<file path="src/rtl/serial_adder_if.sv">
// Operand/result bus for the serial adder.
//
// Handshake rule for both channels: a transfer happens on a rising clock
// edge where valid and ready are both high. The producer holds valid and
// its payload steady until that edge. The consumer may raise or drop ready
// freely. Inputs: in_valid/in_ready carry a, b, cin and sub. Results:
// out_valid/out_ready carry s, cout and ovf.
interface serial_adder_if #(
    parameter int WIDTH = 8
) ();
    logic             in_valid;
    logic             in_ready;
    logic [WIDTH-1:0] a;
    logic [WIDTH-1:0] b;
    logic             cin;
    logic             sub;
    logic             out_valid;
    logic             out_ready;
    logic [WIDTH-1:0] s;
    logic             cout;
    logic             ovf;

    modport master (
        output in_valid, a, b, cin, sub, out_ready,
        input  in_ready, out_valid, s, cout, ovf
    );

    modport slave (
        input  in_valid, a, b, cin, sub, out_ready,
        output in_ready, out_valid, s, cout, ovf
    );
endinterface

</file>
<file path="src/rtl/serial_adder.sv">
// Digit-serial adder/subtractor. One DIGIT-bit ripple slice is reused
// for WIDTH/DIGIT cycles, least significant digit first. A carry flip-flop
// links the digits. For subtraction, b is inverted and the carry-in is
// flipped when the operands are accepted, so the slice only ever adds.
module serial_adder #(
    parameter int WIDTH = 8,
    parameter int DIGIT = 1
) (
    input  logic            clk,
    input  logic            rst,
    serial_adder_if.slave   bus,
    output logic            busy,
    output logic [1:0]      dbg_state
);
    localparam int N  = WIDTH / DIGIT;
    localparam int CW = (N > 1) ? $clog2(N) : 1;

    generate
        if ((DIGIT < 1) || (WIDTH % DIGIT != 0)) begin : g_bad_digit
            $error("serial_adder: DIGIT must evenly divide WIDTH");
        end
    endgenerate

    typedef enum logic [1:0] {
        IDLE = 2'd0,
        RUN  = 2'd1,
        DONE = 2'd2
    } state_t;

    state_t           state;
    state_t           state_nxt;
    logic [CW-1:0]    cnt;
    logic [WIDTH-1:0] a_r;
    logic [WIDTH-1:0] b_r;
    logic [WIDTH-1:0] s_r;
    logic             carry;
    logic             cout_r;
    logic             ovf_r;
    logic             a_msb;
    logic             b_msb;
    logic [DIGIT-1:0] sum_dig;
    logic             carry_nxt;
    logic             last_dig;
    logic             in_ready_c;
    logic             out_valid_c;

    assign last_dig  = (cnt == CW'(N - 1));
    assign dbg_state = state;

    assign bus.in_ready  = in_ready_c;
    assign bus.out_valid = out_valid_c;
    assign bus.s         = s_r;
    assign bus.cout      = cout_r;
    assign bus.ovf       = ovf_r;

    // State register; reset aborts any in-flight operation.
    always_ff @(posedge clk or posedge rst) begin
        if (rst) begin
            state <= IDLE;
        end else begin
            state <= state_nxt;
        end
    end

    // Next-state and handshake outputs, all decoded from the current state.
    always_comb begin
        state_nxt   = state;
        in_ready_c  = 1'b0;
        out_valid_c = 1'b0;
        busy        = 1'b0;
        case (state)
            IDLE: begin
                in_ready_c = 1'b1;
                if (bus.in_valid) state_nxt = RUN;
            end
            RUN: begin
                busy = 1'b1;
                if (last_dig) state_nxt = DONE;
            end
            DONE: begin
                out_valid_c = 1'b1;
                if (bus.out_ready) state_nxt = IDLE;
            end
            default: state_nxt = IDLE;
        endcase
    end

    // One DIGIT-bit ripple slice on the low digit of the shifting operands.
    always_comb begin : digit_slice
        logic c;
        c       = carry;
        sum_dig = '0;
        for (int i = 0; i < DIGIT; i++) begin
            sum_dig[i] = a_r[i] ^ b_r[i] ^ c;
            c          = (a_r[i] & b_r[i]) | (a_r[i] & c) | (b_r[i] & c);
        end
        carry_nxt = c;
    end

    // Datapath: latch on acceptance, shift one digit per RUN cycle, and
    // capture cout/ovf on the last digit. Results hold until the next accept.
    always_ff @(posedge clk or posedge rst) begin
        if (rst) begin
            cnt    <= '0;
            a_r    <= '0;
            b_r    <= '0;
            s_r    <= '0;
            carry  <= 1'b0;
            cout_r <= 1'b0;
            ovf_r  <= 1'b0;
            a_msb  <= 1'b0;
            b_msb  <= 1'b0;
        end else begin
            case (state)
                IDLE: begin
                    if (bus.in_valid) begin
                        a_r   <= bus.a;
                        b_r   <= bus.b ^ {WIDTH{bus.sub}};
                        carry <= bus.cin ^ bus.sub;
                        s_r   <= '0;
                        cnt   <= '0;
                        a_msb <= bus.a[WIDTH-1];
                        b_msb <= bus.b[WIDTH-1] ^ bus.sub;
                    end
                end
                RUN: begin
                    a_r   <= a_r >> DIGIT;
                    b_r   <= b_r >> DIGIT;
                    // New digit enters at the top; after N cycles digit 0 sits at bit 0.
                    s_r   <= (s_r >> DIGIT) | (WIDTH'(sum_dig) << (WIDTH - DIGIT));
                    carry <= carry_nxt;
                    if (last_dig) begin
                        cnt    <= '0;
                        cout_r <= carry_nxt;
                        ovf_r  <= (a_msb == b_msb) && (sum_dig[DIGIT-1] != a_msb);
                    end else begin
                        cnt <= cnt + CW'(1);
                    end
                end
                default: ;
            endcase
        end
    end
endmodule
</file>
<file path="src/flat_wrapper.sv">
// flat-port wrapper written by rule: the top's interface ports become plain ports
module serial_adder_flat 
#(
    parameter int WIDTH = 8,
    parameter int DIGIT = 1
)
  (clk, rst, busy, dbg_state, bus_in_valid, bus_a, bus_b, bus_cin, bus_sub, bus_out_ready, bus_in_ready, bus_out_valid, bus_s, bus_cout, bus_ovf);
  serial_adder_if #(.WIDTH(WIDTH)) bus_i ();
  input  logic clk;
  input  logic rst;
  output logic busy;
  output logic [1:0] dbg_state;
  input wire logic [$bits(bus_i.in_valid)-1:0] bus_in_valid;
  input wire logic [$bits(bus_i.a)-1:0] bus_a;
  input wire logic [$bits(bus_i.b)-1:0] bus_b;
  input wire logic [$bits(bus_i.cin)-1:0] bus_cin;
  input wire logic [$bits(bus_i.sub)-1:0] bus_sub;
  input wire logic [$bits(bus_i.out_ready)-1:0] bus_out_ready;
  output wire logic [$bits(bus_i.in_ready)-1:0] bus_in_ready;
  output wire logic [$bits(bus_i.out_valid)-1:0] bus_out_valid;
  output wire logic [$bits(bus_i.s)-1:0] bus_s;
  output wire logic [$bits(bus_i.cout)-1:0] bus_cout;
  output wire logic [$bits(bus_i.ovf)-1:0] bus_ovf;
  assign bus_i.in_valid = bus_in_valid;
  assign bus_i.a = bus_a;
  assign bus_i.b = bus_b;
  assign bus_i.cin = bus_cin;
  assign bus_i.sub = bus_sub;
  assign bus_i.out_ready = bus_out_ready;
  assign bus_in_ready = bus_i.in_ready;
  assign bus_out_valid = bus_i.out_valid;
  assign bus_s = bus_i.s;
  assign bus_cout = bus_i.cout;
  assign bus_ovf = bus_i.ovf;
  serial_adder #(.WIDTH(WIDTH), .DIGIT(DIGIT)) u_core (.clk(clk), .rst(rst), .bus(bus_i), .busy(busy), .dbg_state(dbg_state));
endmodule
</file>
<file path="config.mk">
export PLATFORM = sky130hd
export DESIGN_NAME = serial_adder_flat
export DESIGN_NICKNAME = d
export VERILOG_FILES = /design/src/rtl/serial_adder_if.sv /design/src/rtl/serial_adder.sv /design/src/flat_wrapper.sv
export SDC_FILE = /design/constraint.sdc
export NUM_CORES = 1
export LEC_CHECK = 0
export BUFFER_PORTS_ARGS = -buffer_cell sky130_fd_sc_hd__buf_4
export CORE_MARGIN = 5
export CORE_UTILIZATION = 30
export CTS_CLUSTER_SIZE = 24
export DETAILED_ROUTE_END_ITERATION = 10
export GPL_ROUTABILITY_DRIVEN = 0
export SKIP_CTS_REPAIR_TIMING = 1
export SLEW_MARGIN = 0
export SYNTH_ARGS = -nofsm -noshare
export SYNTH_HDL_FRONTEND = slang
export SYNTH_SLANG_ARGS = --single-unit
</file>
<file path="constraint.sdc">
create_clock -name clk -period 1.5 [get_ports clk]
set_input_delay 0.075 -clock clk [delete_from_list [all_inputs] [get_ports clk]]
set_output_delay 0.075 -clock clk [all_outputs]
set_load 0.01 [all_outputs]
</file>
==> results.toml <==
[sta]
period_needed_ns = 1.367
max_slew.worst_pin.slew_ns = 0.4234
setup-tns-final_ns = 0
clock.fmax_mhz = 731.5
rsz0062_at_grt = "no"
setup_ws_ns = 0.1329
slew_headroom = 0.7177
fin_skew_ns = 0.006522
slew_viol_final = 0
hold_viol = 0
setup-violations-final = 0
finalCritPeriodShare = 0.9114

[synthesis]
yosysUniqueCellTypes = 30
synth.most_common_cell = "nand2_1"
netlist_top_cells_area = "dfrtp_1 54%, nand2_1 8.5%, xnor2_1 4.4%"
avgSynthCellArea_um2 = 9.924
synth_top_area_share = 0.5359
yosysTopAreaCell = "dfrtp_1"
synthTopCellsByCount = "36 x nand2_1, 34 x dfrtp_1, 11 x nand3_1, 11 x o21ai_0, 9 x nor2_1"
yosysSeqAreaShare = 0.5359
ys_warn_count = 0
ys.flop_type = "dfrtp_1"
synth_edf_count = 0
synthArstFlopShare = 1.000
synth_nets = 185
syn_area_um2 = 1588
synth-seq-cells = 34
syn_inst = 160

[outcome]
outcome = "completed"

[global_routing]
grt_overflow = 0
grt_max_degree = 35
grt_pass1_vias = 1192
grtUsageMet3 = 0.03254
top_usage_layer = "met2"
grt_usage = 0.1106
antenna_found_initial = 0
grt_util_met1 = 0.1483
met2_usage = 0.1571
grt_pass1_wl_um = 5658

[job]
max_cap_viol_count = 0

[worst_hold_path]
hold_class = "in2reg"

[placement]
dp_hpwl_um = 2322
postPlaceCellArea_um2 = 1936
numPortBuffers = 36
dpl_worst_slack_ns = 0.1353

[floorplan]
start_util = 0.3089
ioPinCount = 37
die-area_um2 = 6848
coreArea_um2 = 5140
die_w_um = 82.75
die_y_um = 82.75
rows = 26

[finish]
area_growth_pct = 27.97
fin_nets = 226
final_layout_size_suffix_gt1_frac = 0.2886
finish.instance_area_um2 = 2032
n_antenna_cell = 0
fillCellCount = 544

[pwr]
power.density_nw_per_um2 = 1826
p_leak_nw = 1.009
peakVddDrop_v = 0.0007337

[worst_setup_path]
required_ns = 1.66
crit_fanout = 3
cp_data_arrival_time_ns = 1.53
cp-start-kind = "flop"
end_kind = "flop"
critical_path_class = "reg2reg"

[clock_tree]
clock_tree.htree_level_count = 2
numCtsBuffers = 5
cts_tree = "done"
clk_latency_ns = 0.28
path_clk_slew_ns = 0.07
clock_sinks = 34
cts_root_buf = "clkbuf_8"
cts_max_path_buffers = 2

[drt]
first_pass_iters = 4
viasPerCell = 4.601
num_vias = 1247
antenna_left = 0
routedWlPerCell_um = 12.50
drtIter0Drc = 48
drc = 0
wl_um = 3387
-- area by class of cell --
type,instances,area [µm²],area share
Tap cell,70,87.58,0.04310
Multi-Input combinational cell,111,663.1,0.3264
Inverter,5,18.77,0.009236
Clock buffer,5,68.82,0.03387
Timing Repair Buffer,44,332.8,0.1638
Clock inverter,2,10.01,0.004926
Sequential cell,34,850.8,0.4187
-- report_power, final --
group | switching (W) | internal [W]
sequential | 0.000246 | 0.00130
clock | 0.000319 | 0.000311
combinational | 0.000797 | 0.000739
-- worst max-delay path, cell delays in order (launching register included) --
cell and delay (ns):
dfrtp_1 0.38, inv_1 0.08, fa_1 0.44, and3_1 0.20
nor2_1 0.09, o21ai_0 0.07
-- per-layer routing --
layer	routed length [µm]	share of wire
met5	0	0
met1	1653	0.49
met2	1440	0.43
met3	220	0.065
met4	74	0.022
-- path summary, 6_finish.rpt --
| kind | startpoint | endpoint | slack (ns) | depth (start not counted) |
|---|---|---|---|---|
| min in group asynchronous | rst | u_core.cnt[2] | 0.44 | 4 |
| max in group asynchronous | rst | u_core.b_r[6] | 0.75 | 4 |
| worst min register to register | u_core.a_r[1] | u_core.a_r[1] | 0.48 | 2 |
| worst max register to register | u_core.b_r[0] | u_core.bus.ovf | 0.13 | 5 |
| worst min-delay path | bus_a[7] | u_core.a_msb | 0.003 | 3 |
| worst max-delay path | u_core.b_r[0] | u_core.bus.ovf | 0.13 | 5 |
-- through the flow --
step | hold WS [ns] | utilization | cells | total power (W)
CTS | -0.1048 | 0.3919 | 269 | 0.003737
global placement | 0.2059 | 0.3766 | 262 | 0.003056
global route | 0.006815 | 0.3953 | 271 | 0.004018
finish | 0.002588 | 0.3953 | 271 | 0.003710
detailed placement | 0.2025 | 0.3766 | 262 | 0.003087
floorplan | 0.1804 | - | 160 | 0.002528
-- flip-flops by register name, summed over array words and instances (netlist names) --
signal            cells
u_core.b_r            8
u_core.bus.s          8
u_core.dbg_state      2
u_core.a_msb          1
u_core.bus.cout       1
u_core.cnt            3
u_core.a_r            8
u_core.b_msb          1
u_core.bus.ovf        1
u_core.carry          1
-- kinds of logic after synthesis --
logic type	after synthesis	share of synthesized area
DFF	34	0.5359
AOI/OAI and AO/OA	29	0.1324
adders and majority gates	3	0.02837
buffers and inverters	15	0.04649
and+or+nand+nor	70	0.2072
xor gates and xnor gates	9	0.04965
-- cell usage in the layout (no fill, tap or decap), types with 2 or more instances in the layout --
cell type  count
nand3_1       11
o21ai_0       11
a21oi_1        4
a221o_2        5
ha_1           2
and3b_1        4
inv_1          4
nand2b_1       2
nor2_1         9
clkinv_2       2
a22oi_1        3
nand2_1       36
a221o_1        2
clkbuf_8       5
nor2b_1        2
nand3b_1       2
buf_4         43
dfrtp_1       34
xnor2_1        8
Note: power is estimated with default switching activity, not from simulation.
